[src/rtl/pucch_scrambler_qm.sv]
// rtl/pucch_scrambler_qm.sv - PUCCH/UCI Gold-sequence bit scrambler with run-time Qm symbol packer
module pucch_scrambler_qm #(
   parameter int SEQ_W  = 8,
   parameter int MAX_QM = 2,
   parameter int LEN_W  = 16
) (
   input  logic              clk,
   input  logic              rst,
   input  logic              i_start,
   input  logic [LEN_W-1:0]  i_len,
   input  logic [3:0]        i_qm,
   input  logic              i_bit,
`ifdef PUCCH_SCRAMBLER_PLACEHOLDER_EN
   input  logic [1:0]        i_bit_tag,
`endif
   input  logic              i_bit_valid,
   output logic              o_bit_ready,
   output logic              o_seq_start,
   output logic              o_seq_get,
   input  logic [SEQ_W-1:0]  i_seq_word,
   input  logic              i_seq_valid,
   output logic              o_bit,
   output logic              o_bit_valid,
   output logic [MAX_QM-1:0] o_sym,
   output logic              o_sym_valid,
   output logic              o_busy,
   output logic              o_done
);

   localparam int PTR_W = $clog2(SEQ_W);

   localparam logic [1:0] S_IDLE = 2'd0;
   localparam logic [1:0] S_RUN  = 2'd1;
   localparam logic [1:0] S_DONE = 2'd2;

   logic [1:0]        state;
   logic [LEN_W-1:0]  len_q;
   logic [LEN_W-1:0]  acc_cnt;
   logic [3:0]        qm_q;
   logic [3:0]        qm_in;
   logic [LEN_W:0]    words_total;
   logic [LEN_W:0]    words_req;
   logic [SEQ_W-1:0]  seq_buf [2];
   logic              rd_ptr;
   logic              wr_ptr;
   logic [1:0]        filled;
   logic [1:0]        outstanding;
   logic [PTR_W-1:0]  bit_ptr;
   logic [3:0]        sym_cnt;
   logic [MAX_QM-1:0] sym_acc;
   logic [MAX_QM-1:0] sym_nxt;
   logic              seq_bit;
   logic              out_bit;
   logic              sym_last;
   logic              accept;
   logic              push;
   logic              pop;
   logic              get_req;

   assign o_busy      = (state != S_IDLE);
   assign o_done      = (state == S_DONE);
   assign o_bit_ready = (state == S_RUN) && (filled != 2'd0) && (acc_cnt < len_q);
   assign accept      = i_bit_valid && o_bit_ready;
   assign seq_bit     = seq_buf[rd_ptr][bit_ptr];
   assign push        = i_seq_valid && (state == S_RUN) && !i_start && (outstanding != 2'd0);
   assign pop         = accept && (bit_ptr == PTR_W'(SEQ_W - 1));
   assign get_req     = (state == S_RUN) && !i_start
                        && (({1'b0, filled} + {1'b0, outstanding}) < 3'd2)
                        && (words_req < words_total);
   assign sym_last    = ((sym_cnt + 4'd1) == qm_q) || ((acc_cnt + LEN_W'(1)) == len_q);

   // Clamp the requested modulation order into 1..MAX_QM
   always_comb begin
      qm_in = i_qm;
      if (i_qm == 4'd0 || i_qm > 4'(MAX_QM)) qm_in = 4'(MAX_QM);
   end

   // Output bit: scrambled data, or an x/y-tagged value that bypasses the XOR
   always_comb begin
      out_bit = i_bit ^ seq_bit;
`ifdef PUCCH_SCRAMBLER_PLACEHOLDER_EN
      if (i_bit_tag == 2'b01)      out_bit = 1'b1;
      else if (i_bit_tag == 2'b10) out_bit = o_bit;
`endif
   end

   // Insert the current output bit at the packer's fill position
   always_comb begin
      sym_nxt = sym_acc;
      for (int k = 0; k < MAX_QM; k++) begin
         if (sym_cnt == 4'(k)) sym_nxt[k] = out_bit;
      end
   end

   // Run control: IDLE -> RUN on start, RUN -> DONE once all E bits are in, DONE for one cycle
   always_ff @(posedge clk or negedge rst) begin
      if (!rst) begin
         state       <= S_IDLE;
         o_seq_start <= 1'b0;
         len_q       <= '0;
         qm_q        <= 4'd1;
         words_total <= '0;
      end else if (i_start) begin
         state       <= S_RUN;
         o_seq_start <= 1'b1;
         len_q       <= i_len;
         qm_q        <= qm_in;
         words_total <= ({1'b0, i_len} + (LEN_W+1)'(SEQ_W - 1)) >> PTR_W;
      end else begin
         o_seq_start <= 1'b0;
         case (state)
            S_RUN:   if (acc_cnt == len_q) state <= S_DONE;
            S_DONE:  state <= S_IDLE;
            default: state <= S_IDLE;
         endcase
      end
   end

   // Two-entry sequence buffer with request/outstanding accounting
   always_ff @(posedge clk or negedge rst) begin
      if (!rst) begin
         for (int k = 0; k < 2; k++) seq_buf[k] <= '0;
         rd_ptr      <= 1'b0;
         wr_ptr      <= 1'b0;
         filled      <= 2'd0;
         outstanding <= 2'd0;
         words_req   <= '0;
         o_seq_get   <= 1'b0;
      end else if (i_start) begin
         rd_ptr      <= 1'b0;
         wr_ptr      <= 1'b0;
         filled      <= 2'd0;
         outstanding <= 2'd0;
         words_req   <= '0;
         o_seq_get   <= 1'b0;
      end else begin
         o_seq_get <= get_req;
         if (get_req) words_req <= words_req + (LEN_W+1)'(1);
         if (push) begin
            seq_buf[wr_ptr] <= i_seq_word;
            wr_ptr          <= ~wr_ptr;
         end
         if (pop) rd_ptr <= ~rd_ptr;
         case ({push, pop})
            2'b10:   filled <= filled + 2'd1;
            2'b01:   filled <= filled - 2'd1;
            default: filled <= filled;
         endcase
         case ({get_req, push})
            2'b10:   outstanding <= outstanding + 2'd1;
            2'b01:   outstanding <= outstanding - 2'd1;
            default: outstanding <= outstanding;
         endcase
      end
   end

   // Bit datapath: scramble, count accepted bits, pack symbols with zero-padded final flush
   always_ff @(posedge clk or negedge rst) begin
      if (!rst) begin
         acc_cnt     <= '0;
         bit_ptr     <= '0;
         sym_cnt     <= 4'd0;
         sym_acc     <= '0;
         o_bit       <= 1'b0;
         o_bit_valid <= 1'b0;
         o_sym       <= '0;
         o_sym_valid <= 1'b0;
      end else if (i_start) begin
         acc_cnt     <= '0;
         bit_ptr     <= '0;
         sym_cnt     <= 4'd0;
         sym_acc     <= '0;
         o_bit       <= 1'b0;
         o_bit_valid <= 1'b0;
         o_sym_valid <= 1'b0;
      end else begin
         o_bit_valid <= accept;
         o_sym_valid <= accept && sym_last;
         if (accept) begin
            o_bit   <= out_bit;
            acc_cnt <= acc_cnt + LEN_W'(1);
            bit_ptr <= bit_ptr + PTR_W'(1);
            if (sym_last) begin
               o_sym   <= sym_nxt;
               sym_acc <= '0;
               sym_cnt <= 4'd0;
            end else begin
               sym_acc <= sym_nxt;
               sym_cnt <= sym_cnt + 4'd1;
            end
         end
      end
   end

endmodule

[config.mk]
export PLATFORM = sky130hd
export DESIGN_NAME = pucch_scrambler_qm
export DESIGN_NICKNAME = d
export VERILOG_FILES = /design/src/rtl/pucch_scrambler_qm.sv
export SDC_FILE = /design/constraint.sdc
export NUM_CORES = 1
export LEC_CHECK = 0
export ABC_AREA = 1
export CAP_MARGIN = 20
export CORE_ASPECT_RATIO = 0.75
export CORE_MARGIN = 5
export CORE_UTILIZATION = 60
export DETAILED_ROUTE_END_ITERATION = 8
export DONT_BUFFER_PORTS = 1
export PLACE_DENSITY = 0.85
export SLEW_MARGIN = 20
export SYNTH_ARGS = -nofsm -noshare
export SYNTH_HDL_FRONTEND = slang
export SYNTH_SLANG_ARGS = --single-unit
[constraint.sdc]
create_clock -name clk -period 2.15 [get_ports clk]
set_input_delay 0.43 -clock clk [delete_from_list [all_inputs] [get_ports clk]]
set_output_delay 0.43 -clock clk [all_outputs]
set_load 0.02 [all_outputs]
==> results.json <==
{
  "status": "complete, but fails checks",
  "violations": "hold timing, setup timing",
  "dpl.cell_count": 1001,
  "grt-ovfl-total": 0,
  "antenna_left": 0,
  "critPathKind": "flop to output pin",
  "cts_max_level": 3,
  "cp.arrival_ps": 1940,
  "tns_ps": -2412,
  "yosys.area_share.xor_xnor": 0.01910,
  "synth_edf_count": 0,
  "synthToLayoutAreaGrowth_pct": 22.72,
  "p_leak_nw": 3.710,
  "syn_area_per_cell_um2": 7.517,
  "placed_cell_area_um2": 6743,
  "grt_start_max_net_pins": 108,
  "drtPass1Iterations": 6,
  "power_density_nw_per_um2": 773.9,
  "drive_above_1_share": 0.2298,
  "vias": 6433,
  "netlist_area_um2": 6420,
  "cts_sinks": 107,
  "period_minus_slack_ps": 2371,
  "die_h_um": 99.58,
  "finalCritPeriodShare": 1.103,
  "cap_violations": 0,
  "slowest_delay_ps": 390,
  "io_buffers": 0,
  "drt_first_iter_violations": 884,
  "cp_max_fo": 3,
  "cts_tree": "done",
  "clock_latency_ps": 360,
  "fin_area_um2": 7879,
  "tightest_slew_ps": 441.1,
  "placementRows": 32,
  "path_buf_inv": 2,
  "cts_buffers": 9,
  "clk_pin_slew_ps": 80,
  "rsz0062_at_grt": "true",
  "finalSetupViolCount": 31,
  "synth_compound_gate_area_share": 0.1093,
  "yosys_warnings": 0,
  "holdWs_ps": -234.4,
  "core_area_um2": 10370,
  "grt_first_pass_wirelength_um": 27220,
  "fin_ws_ps": -220.5,
  "synthMuxAreaShare": 0,
  "dp_hpwl_um": 11200,
  "hold_viol_final": 107,
  "synthesis.nets": 925,
  "clock_path_buffers": 2,
  "synth_simple_gate_area_frac": 0.3011,
  "synth_top_cell_area_share": 0.4132,
  "worst_clock_skew_ps": 11.53,
  "fin_cells": 1063,
  "finalNetCount": 993,
  "slew_violations": 0,
  "synth-async-reset-ratio": 1.000,
  "vias_per_cell": 6.052,
  "hold_path.class": "primary input to asynchronous set/reset pin",
  "grt_pass1_vias": 5675,
  "synth.distinct_cells": 43,
  "ys_seq_area_frac": 0.4173,
  "wl_per_cell_um": 18.32,
  "ir_drop_v": 0.0005353,
  "syn_inst": 854,
  "crit_path_cell_trace": "inv_2, ha_1, nand2_2, nor2_1, nor2_1, nand3_2, nand2_2, and2_4, buf_6",
  "synth_top_family_by_area": "simple AND/OR/NAND/NOR gates",
  "drcViolationCount": 0,
  "max_slew_margin": 0.7049,
  "grt_usage": 0.2645,
  "place_ws_ps": 58.40,
  "yosys-top-cells-area": "dfrtp_1, nand2_1, ha_1",
  "pin_count": 44,
  "critPathLaunchType": "flop",
  "synthTopCellsByCount": "nand2_1, inv_1, dfrtp_1, nand3_1, o21ai_0",
  "synthAdderAreaFrac": 0.07328,
  "yosysTopAreaCell": "dfrtp_1",
  "critical_path_required_ps": 1720,
  "n_antenna_cell": 0,
  "yosysMostFrequentCell": "nand2_1",
  "finalWirelength_um": 19470,
  "place_congestion": 0.9523,
  "cpMaxStageDelayCell": "dfrtp_1",
  "cts_root_buf": "clkbuf_16",
  "ys_ff_latch": 107,
  "end_kind": "output pin",
  "synth_ff_type": "dfrtp_1",
  "fp.dieW_um": 129.4,
  "power_mw": 6.097,
  "grt_antenna_before_repair": 0,
  "dieArea_um2": 12890,
  "timing.fmax_ghz": 0.4218,
  "cp_top_family": "simple AND/OR/NAND/NOR gates",
  "initial_core_util": 0.6191
}
## timing repair
| action | 4_1_cts | 5_1_grt |
|---|---|---|
| cloned | 0 | 7 |
| pin swaps | 7 | 41 |
| hold endpoints to repair | 107 | 107 |
| setup buffers | 18 | 23 |
| gates resized for setup | 20 | 128 |
| endpoints found under the setup margin | 1 | 52 |
## metrics by stage
| stage | utilization | hold WS, ps |
|---|---|---|
| after floorplan | - | 134.4 |
| after global routing | 0.7598 | -244.2 |
| after global placement | 0.6502 | 139.7 |
| after detailed placement | 0.6502 | 139.7 |
| final | 0.7598 | -234.4 |
| after CTS | 0.6976 | -244.2 |
## layout by cell type (no fill, tap or decap), types with 10 or more instances in the layout
cell,count
xor2_1,10
buf_4,57
nand2_1,205
nor2_1,58
dfrtp_1,102
o21ai_0,50
nand3_1,65
o21ai_1,19
nand2_2,25
nor3_1,10
ha_1,21
ha_4,15
inv_1,90
a21oi_1,13
nor2_2,15
nand4_1,24
inv_2,19
buf_6,12
## cell families (layout without fill, tap and decap cells)
kind of cell | Yosys count | in the layout
and+or+nand+nor | 439 | 440
buffers and inverters | 132 | 204
AOI/OAI and AO/OA | 125 | 125
adders and majority gates | 37 | 37
DFF | 107 | 107
xor gates and xnor gates | 14 | 14
## worst register-to-register path, cell delays in order, from the launching register on
cell and delay, ps:
dfrtp_1 390, inv_2 60, ha_1 310, nand2_2 120, nor2_1 80, nor2_1 150
nand3_2 100, nand2_2 90, buf_4 110, buf_6 80, nand4_1 280, nand2_2 240
nand2_1 70, nand3_1 80, nand2_1 60
## final timing paths
kind | slack (ps) | depth (start not counted) | end | from
min in group clk | 90 | 0 | o_seq_start | i_start
worst max register to register | -170 | 14 | filled[1] | len_q[7]
worst min-delay path | -230 | 0 | acc_cnt[9] | rst
max in group asynchronous | 2150 | 0 | acc_cnt[7] | rst
worst max-delay path | -220 | 9 | o_bit_ready | len_q[7]
worst min register to register | 490 | 2 | seq_buf[0] | seq_buf[0]
## layout make-up
type	instances	area [µm²]
Multi-Input combinational cell	616	3655
Timing Repair inverter	1	7.507
Tap cell	136	170.2
Sequential cell	107	2684
Clock buffer	11	232.7
Fill cell	651	2491
Inverter	112	434.2
Timing Repair Buffer	75	648.1
Clock inverter	5	47.55
## registers in the layout, summed over array words and instances (netlist names), 2 cells and up
register,flops
seq_buf,16
sym_acc,2
outstanding,2
sym_cnt,4
acc_cnt,16
o_sym,2
state,2
words_total,14
len_q,16
bit_ptr,3
qm_q,4
words_req,17
filled,2
## power by group
part	internal, mW	leakage (nW)	switching, mW
Clock	0.809	0.134	0.809
Combinational	0.787	2.19	1.13
Sequential	2.31	1.38	0.247
Total	3.91	3.71	2.19
## metal layers
| layer | part of all wire | vias to the layer above | track usage |
|---|---|---|---|
| met3 | 0.12 | 97 | 0.06495 |
| met4 | 0.040 | 0 | 0.07109 |
| li1 | - | 2945 | - |
| met2 | 0.44 | 422 | 0.3937 |
| met1 | 0.40 | 2969 | 0.3881 |
| met5 | 0 | - | 0 |
Power figures use the tool's default switching activity.
